**config.mk**
```make
export PLATFORM = sky130hd
export DESIGN_NAME = mem_port_arbiter
export DESIGN_NICKNAME = d
export VERILOG_FILES = /design/src/rtl/mem_port_arbiter.sv
export SDC_FILE = /design/constraint.sdc
export NUM_CORES = 1
export LEC_CHECK = 0
export ABC_AREA = 1
export CAP_MARGIN = 20
export CORE_AREA = 2 2 167 169
export DETAILED_ROUTE_END_ITERATION = 6
export DIE_AREA = 0 0 169 171
export PLACE_DENSITY_LB_ADDON = 0.15
export SETUP_SLACK_MARGIN = 0.4
export SLEW_MARGIN = 10
export SYNTH_ARGS = -nofsm -noshare
export SYNTH_HDL_FRONTEND = slang
export SYNTH_SLANG_ARGS = --single-unit
export TNS_END_PERCENT = 10
```
**constraint.sdc**
```tcl
create_clock -name clk_i -period 1.9 [get_ports clk_i]
set_input_delay 0.19 -clock clk_i [delete_from_list [all_inputs] [get_ports clk_i]]
set_output_delay 0.19 -clock clk_i [all_outputs]
set_load 0.01 [all_outputs]
```
**src/rtl/mem_port_arbiter.sv**
```systemverilog
// Single-port memory arbiter shared by instruction fetch (IF) and data memory (DM).
// One access in flight at a time, fixed latency, DM priority with bounded IF starvation.
module mem_port_arbiter #(
   parameter int unsigned AW         = 32,
   parameter int unsigned DW         = 64,
   parameter int unsigned MEM_LAT    = 2,
   parameter int unsigned STARVE_MAX = 4
) (
   input  logic          clk_i,
   input  logic          rst_i,
   input  logic          if_req_i,
   input  logic [AW-1:0] if_addr_i,
   output logic          if_gnt_o,
   output logic          if_rvalid_o,
   output logic [DW-1:0] if_rdata_o,
   input  logic          dm_req_i,
   input  logic          dm_we_i,
   input  logic [AW-1:0] dm_addr_i,
   input  logic [DW-1:0] dm_wdata_i,
   output logic          dm_gnt_o,
   output logic          dm_rvalid_o,
   output logic [DW-1:0] dm_rdata_o,
   output logic          mem_req_o,
   output logic          mem_we_o,
   output logic [AW-1:0] mem_addr_o,
   output logic [DW-1:0] mem_wdata_o,
   input  logic [DW-1:0] mem_rdata_i,
   output logic          busy_o
);

   localparam int unsigned   LW         = (MEM_LAT > 1) ? $clog2(MEM_LAT) : 1;
   localparam int unsigned   SW         = $clog2(STARVE_MAX + 1);
   localparam logic [LW-1:0] LAT_LAST   = LW'(MEM_LAT - 1);
   localparam logic [SW-1:0] STARVE_TOP = SW'(STARVE_MAX);

   typedef enum logic {IDLE, WAIT} state_t;
   typedef enum logic {OWN_IF, OWN_DM} owner_t;

   state_t        state_q, state_d;
   owner_t        owner_q;
   logic          we_q;
   logic [LW-1:0] lat_q;
   logic [SW-1:0] starve_q;
   logic          take_if, take_dm, done;

   // IF only beats a competing DM request once it has lost STARVE_MAX times in a row
   always_comb begin
      take_if = 1'b0;
      take_dm = 1'b0;
      if (state_q == IDLE && !rst_i) begin
         if (dm_req_i && !(if_req_i && starve_q == STARVE_TOP)) begin
            take_dm = 1'b1;
         end else if (if_req_i) begin
            take_if = 1'b1;
         end
      end
   end

   assign done = (state_q == WAIT) && (lat_q == LAT_LAST);

   always_ff @(posedge clk_i) begin
      if (rst_i) begin
         state_q <= IDLE;
      end else begin
         state_q <= state_d;
      end
   end

   always_comb begin
      state_d = state_q;
      case (state_q)
         IDLE:    if (take_if || take_dm) state_d = WAIT;
         WAIT:    if (done) state_d = IDLE;
         default: state_d = IDLE;
      endcase
   end

   always_ff @(posedge clk_i) begin
      if (rst_i) begin
         owner_q  <= OWN_IF;
         we_q     <= 1'b0;
         lat_q    <= '0;
         starve_q <= '0;
      end else begin
         if (take_if || take_dm) begin
            owner_q <= take_dm ? OWN_DM : OWN_IF;
            we_q    <= take_dm & dm_we_i;
            lat_q   <= '0;
         end else if (state_q == WAIT) begin
            lat_q <= lat_q + 1'b1;
         end
         if (take_if) begin
            starve_q <= '0;
         end else if (take_dm && if_req_i && starve_q != STARVE_TOP) begin
            starve_q <= starve_q + 1'b1;
         end
      end
   end

   always_comb begin
      if_gnt_o    = take_if;
      dm_gnt_o    = take_dm;
      mem_req_o   = take_if | take_dm;
      mem_we_o    = take_dm & dm_we_i;
      mem_addr_o  = take_dm ? dm_addr_i : (take_if ? if_addr_i : '0);
      mem_wdata_o = take_dm ? dm_wdata_i : '0;
      busy_o      = !rst_i && state_q == WAIT;
      if_rvalid_o = !rst_i && done && owner_q == OWN_IF;
      dm_rvalid_o = !rst_i && done && owner_q == OWN_DM;
      if_rdata_o  = if_rvalid_o ? mem_rdata_i : '0;
      dm_rdata_o  = (dm_rvalid_o && !we_q) ? mem_rdata_i : '0;
   end

endmodule

```
==> impl_metrics.json, run 1 <==
{
  "crit_path_start_kind": "flop",
  "grt.overflow.total": 0,
  "p_per_area_nw_per_um2": 245.3,
  "cp_slowest_cell": "dfxtp_2",
  "cp_max_fo": 8,
  "finalWorstSetupSlack_ns": 0.02780,
  "grt_pass1_wl_mm": 24.98,
  "relSlewSlack": 0.7459,
  "crit_family": "buffers and inverters",
  "drt-initial-drc-count": 82,
  "cp.buffers_inverters": 6,
  "nFillCells": 3089,
  "ctsHoldBuffers": 0,
  "h-tree-depth": 1,
  "pre_cts_slack_ns": -0.4437,
  "vdd_drop_max_uv": 248.1,
  "drc_errors": 0,
  "worst_pin_slew_ns": 0.3812,
  "initial_utilization": 0.08105,
  "ant_nets": 0,
  "path_cells": "inv_4 -> nor3_4 -> buf_4 -> nand3b_1 -> buf_12 -> buf_12 -> buf_16 -> nor2_1 -> buf_2",
  "insertion_delay_ns": 0.23,
  "clk_pin_slew_ns": 0.04,
  "period_share": 0.9854,
  "yosysUniqueCellTypes": 20,
  "root_buffer": "clkbuf_16",
  "clock_path_buffers": 2,
  "via_count": 4442,
  "pwr-share-comb": 0.719,
  "clock_sinks": 7,
  "drt_pass1_iterations": 3,
  "post-place-cells": 1274,
  "antenna_found_initial": 0,
  "grt_start_max_net_pins": 60,
  "cp_common_cell": "buf_12",
  "grt_use_total": 0.1136,
  "clock_skew_ns": 0.0003131,
  "crit_arrival_ns": 1.68,
  "gp_congestion": 0.7620,
  "instances_no_fill": 1305,
  "final_common_cell": "clkdlybuf4s50_1",
  "cts_tree": "yes",
  "power.total_mw": 1.903,
  "io_buffers": 427,
  "max_stage_delay_ns": 0.33,
  "final_cell_mix": "clkdlybuf4s50_1, inv_1, buf_2",
  "post_drt_wl_per_cell_microns": 14.25,
  "min_period_ns": 1.872,
  "cp.required_ns": 1.71,
  "rows": 61,
  "fmax_mhz": 534.1,
  "p_sw_frac": 0.3686,
  "rsz0062_at_grt": "yes",
  "slew_violations": 0,
  "place_hpwl_mm": 14.00,
  "final_util": 0.2839,
  "power.internal_mw": 1.201,
  "syn_to_final_growth_pct": 250.3,
  "hold_path_class": "primary input to flop",
  "final_hold_viol_count": 0,
  "timing.max_cap.violations": 0,
  "leakage_nw": 4.094,
  "seqPwrFrac": 0.092,
  "ios": 428,
  "syn_inst": 505,
  "dieArea_sq_um": 28900,
  "routed_via_density": 3.404,
  "switching_power_mw": 0.7013,
  "syn_avg_cell_area_sq_um": 4.385,
  "yosysWarnings": 0,
  "drt_wl_total_mm": 18.59,
  "core-area_sq_um": 27320,
  "tns_ns": 0,
  "n_antenna_cell": 0,
  "end_kind": "output port",
  "grt_pass1_vias": 4367,
  "cts_buffers": 3,
  "synth-seq-cells": 7,
  "syn-num-nets": 704,
  "synth_area_sq_um": 2215,
  "status": "finished clean",
  "die_w_microns": 169,
  "ys_seq_area_frac": 0.06328,
  "clkPwrFrac": 0.189,
  "setup_viol": 0,
  "crit_type": "flop to output port",
  "layout-drive-gt1-share": 0.4505,
  "die_h_microns": 171,
  "nets": 1159
}
logic make-up after synthesis:
group                    share of synthesized area
AND/OR/NAND/NOR                             0.5610
buffers and inverters                       0.3424
AO/OA/AOI/OAI                              0.01808
flip-flops                                 0.06327
adder cells (fa/ha/maj)                    0.01130
XOR/XNOR                                  0.003956
per-stage QoR:
step	cell area (sq um)	hold slack [ns]
2_1_floorplan	2215	0.2591
3_3_place_gp	6942	0.4783
3_5_place_dp	6942	0.4739
4_1_cts	6900	0.4626
5_1_grt	7757	0.5045
6_report	7757	0.4598
sequential cells by signal, indices dropped and copies added (netlist names):
signal,flops
lat_q,1
owner_q,1
starve_q,3
state_q,1
we_q,1
metal layers:
layer | track usage | vias to the layer above | share of wire
li1 | - | 2285 | -
met1 | 0.1057 | 1893 | 0.33
met2 | 0.2438 | 255 | 0.57
met3 | 0.03030 | 9 | 0.092
met4 | 0.02155 | 0 | 0.011
met5 | 0 | - | 0
power by group through the flow:
stage	Sequential, mW	Clock (mW)	Combinational (mW)
global route	0.178	0.381	1.48
finish	0.176	0.360	1.37
global placement	0.172	0	1.21
floorplan	0.170	0	0.365
detailed placement	0.172	0	1.20
CTS	0.174	0.370	1.22
worst paths after layout:
check | from | end | slack, ns | cells after the start
hold reg to reg | we_q | we_q | 0.48 | 2
setup reg to reg | starve_q[0] | owner_q | 0.66 | 7
hold / removal | rst_i | we_q | 0.46 | 2
setup / recovery | lat_q | dm_rdata_o[4] | 0.03 | 9
cell usage after synthesis:
cell	count	share of area
nor2_1	184	0.31
inv_1	141	0.24
nand2_1	111	0.19
nor2_2	12	0.034
buf_6	11	0.056
buf_2	9	0.020
dfxtp_1	7	0.063
buf_4	6	0.020
a21oi_1	4	0.0090
nand3_1	4	0.0090
o21ai_0	4	0.0090
inv_2	3	0.0051
ha_1	2	0.011
clkbuf_1	1	0.0017
nand3_2	1	0.0045
nand3b_1	1	0.0034
nand4_1	1	0.0028
nor3_2	1	0.0045
nor4_1	1	0.0028
xor2_1	1	0.0040
layout make-up:
| type | instances | area [sq um] | area share |
|---|---|---|---|
| clock buffer | 4 | 78.83 | 0.01016 |
| inverter | 144 | 563.0 | 0.07258 |
| multi-input combinational | 327 | 2016 | 0.2598 |
| sequential | 7 | 145.1 | 0.01871 |
| tap | 346 | 432.9 | 0.05581 |
| timing repair buffer | 477 | 4522 | 0.5829 |
what timing repair did:
item / CTS / global route
endpoints found under the setup margin: 231 / 231
buffers inserted: 14 / 3
gates cloned: 8 / 2
gates resized for setup: 833 / 374
pin swaps: 50 / 67
Power figures use the tool's default switching activity.
==> run 2, diff against run 1 <==
- CAP_MARGIN: 20 -> not set
==> results of run 2 <==
No change in the layout: final DEF, timing and power equal those of run 1.
==> run 3, diff against run 2 <==
- clock period: 1.9 -> 1.8 ns (I/O delays scaled with it)
==> impl_metrics.json, run 3 (synthesis gave the netlist of run 1 again) <==
{
  "cp.required_ns": 1.62,
  "cts_buffers": 3,
  "drc_errors": 0,
  "cts_tree": "yes",
  "min-delay-start": "rst_i",
  "crit_type": "flop to output port",
  "cp.buffers_inverters": 6,
  "worst_pin_slew_ns": 0.4045,
  "worst_hold_slack_ns": 0.4260,
  "r2r_end": "starve_q[1]",
  "rsz0062_at_grt": "yes",
  "n_antenna_cell": 0,
  "ctsHoldBuffers": 0,
  "ios": 428,
  "period_share": 1.016,
  "crit_arrival_ns": 1.65,
  "antenna_found_initial": 0,
  "ant_nets": 0,
  "leakage_nw": 4.095,
  "final_common_cell": "clkdlybuf4s50_1",
  "routed_via_density": 3.440,
  "place_hpwl_mm": 14.45,
  "vdd_drop_max_uv": 200.4,
  "slew_violations": 0,
  "max_stage_delay_ns": 0.33,
  "drt-initial-drc-count": 123,
  "finalWorstSetupSlack_ns": -0.02902,
  "clk_pin_slew_ns": 0.03,
  "status": "complete, but fails checks",
  "core-area_sq_um": 27320,
  "p_per_area_nw_per_um2": 268.6,
  "final_util": 0.2747,
  "grt_pass1_wl_mm": 24.20,
  "gp_congestion": 0.7374,
  "grt_pass1_vias": 4256,
  "setup_viol": 8,
  "clock_sinks": 7,
  "drt_wl_total_mm": 17.94,
  "insertion_delay_ns": 0.23,
  "place_area_sq_um": 7049,
  "rows": 61,
  "crit_path_start_kind": "flop",
  "violations": "setup timing",
  "root_buffer": "clkbuf_16",
  "drt_pass1_iterations": 4,
  "fin_area_sq_um": 7506,
  "relSlewSlack": 0.7303,
  "power.total_mw": 2.016,
  "cp_max_fo": 5,
  "cp_slowest_cell": "dfxtp_2",
  "holdPathStages": 3,
  "grt_start_max_net_pins": 42,
  "final_hold_viol_count": 0,
  "layout-drive-gt1-share": 0.4719,
  "nFillCells": 3115,
  "final_cell_mix": "clkdlybuf4s50_1, buf_2, inv_1",
  "die_w_microns": 169,
  "clock_skew_ns": 0.002713,
  "nets": 1162,
  "min_period_ns": 1.829,
  "crit_family": "buffers and inverters",
  "io_buffers": 427,
  "largest_register_ff_count": 3,
  "reg2reg_depth": 8,
  "via_count": 4499,
  "whs_endpoint": "we_q",
  "timing.max_cap.violations": 0,
  "grt.overflow.total": 0,
  "r2r_slack_ns": 0.52,
  "fmax_mhz": 546.7,
  "timing.rr.start": "starve_q[1]",
  "h-tree-depth": 1,
  "syn_to_final_growth_pct": 238.9,
  "initial_utilization": 0.08105,
  "path_cells": "inv_2 -> ha_4 -> nand2_4 -> nand2_4 -> nand2_4 -> inv_6 -> buf_12 -> buf_12 -> buf_16 -> nand2_1 -> nand2_1 -> buf_2",
  "die_h_microns": 171,
  "critPathLaunch": "starve_q[1]",
  "end_kind": "output port",
  "hold_path_class": "primary input to flop",
  "dieArea_sq_um": 28900,
  "grt_use_total": 0.1091,
  "cp_common_cell": "nand2_4",
  "regMostFlops": "starve_q",
  "clock_path_buffers": 2,
  "post_drt_wl_per_cell_microns": 13.71
}
[run 3: cell type report]
type	instances	area, sq um	area share
inverter	144	558.0	0.07435
timing repair buffer	480	4293	0.5719
multi-input combinational	327	1998	0.2662
sequential	7	145.1	0.01934
clock buffer	4	78.83	0.01050
tap	346	432.9	0.05768
[run 3: per-layer routing]
layer | part of all wire | track usage | wire, microns | vias up
met4 | 0.010 | 0.02341 | 179 | 0
li1 | - | - | - | 2293
met5 | 0 | 0 | 0 | -
met1 | 0.34 | 0.1096 | 6179 | 1929
met3 | 0.088 | 0.02660 | 1573 | 10
met2 | 0.56 | 0.2245 | 10000 | 267
[run 3: stage by stage]
| step | cells | worst slack (ns) | setup TNS, ns |
|---|---|---|---|
| after CTS | 1292 | -0.3477 | -11.56 |
| final | 1308 | -0.02902 | -0.1739 |
| after detailed placement | 1277 | -0.5216 | -96.79 |
| after floorplan | 505 | 0.3378 | 0 |
| after global placement | 1277 | -0.5265 | -99.14 |
| after global routing | 1308 | -0.09793 | -2.055 |
[run 3: where the power goes]
group	internal (mW)	switching, mW
Combinational	0.815	0.637
Clock	0.295	0.0856
Sequential	0.173	0.0104
[run 3: worst max-delay path by stage]
stage                           end  cells after the start
global placement     mem_addr_o[24]                     11
finish               mem_addr_o[22]                     12
detailed placement    mem_addr_o[0]                     11
floorplan           mem_wdata_o[14]                      7
CTS                  mem_addr_o[31]                     11
global route         mem_addr_o[10]                     12
[run 3: what timing repair did]
item,in CTS,in global routing
pin swaps,23,79
setup endpoints to repair,231,231
hold endpoints to repair,0,0
gates cloned,5,2
resized for setup,718,460
buffers inserted,6,14
[run 3: worst min-delay path, delay by kind of cell]
family	cells	cell delay, ns
compound gates	1	0.03
buf+inv	2	0.39
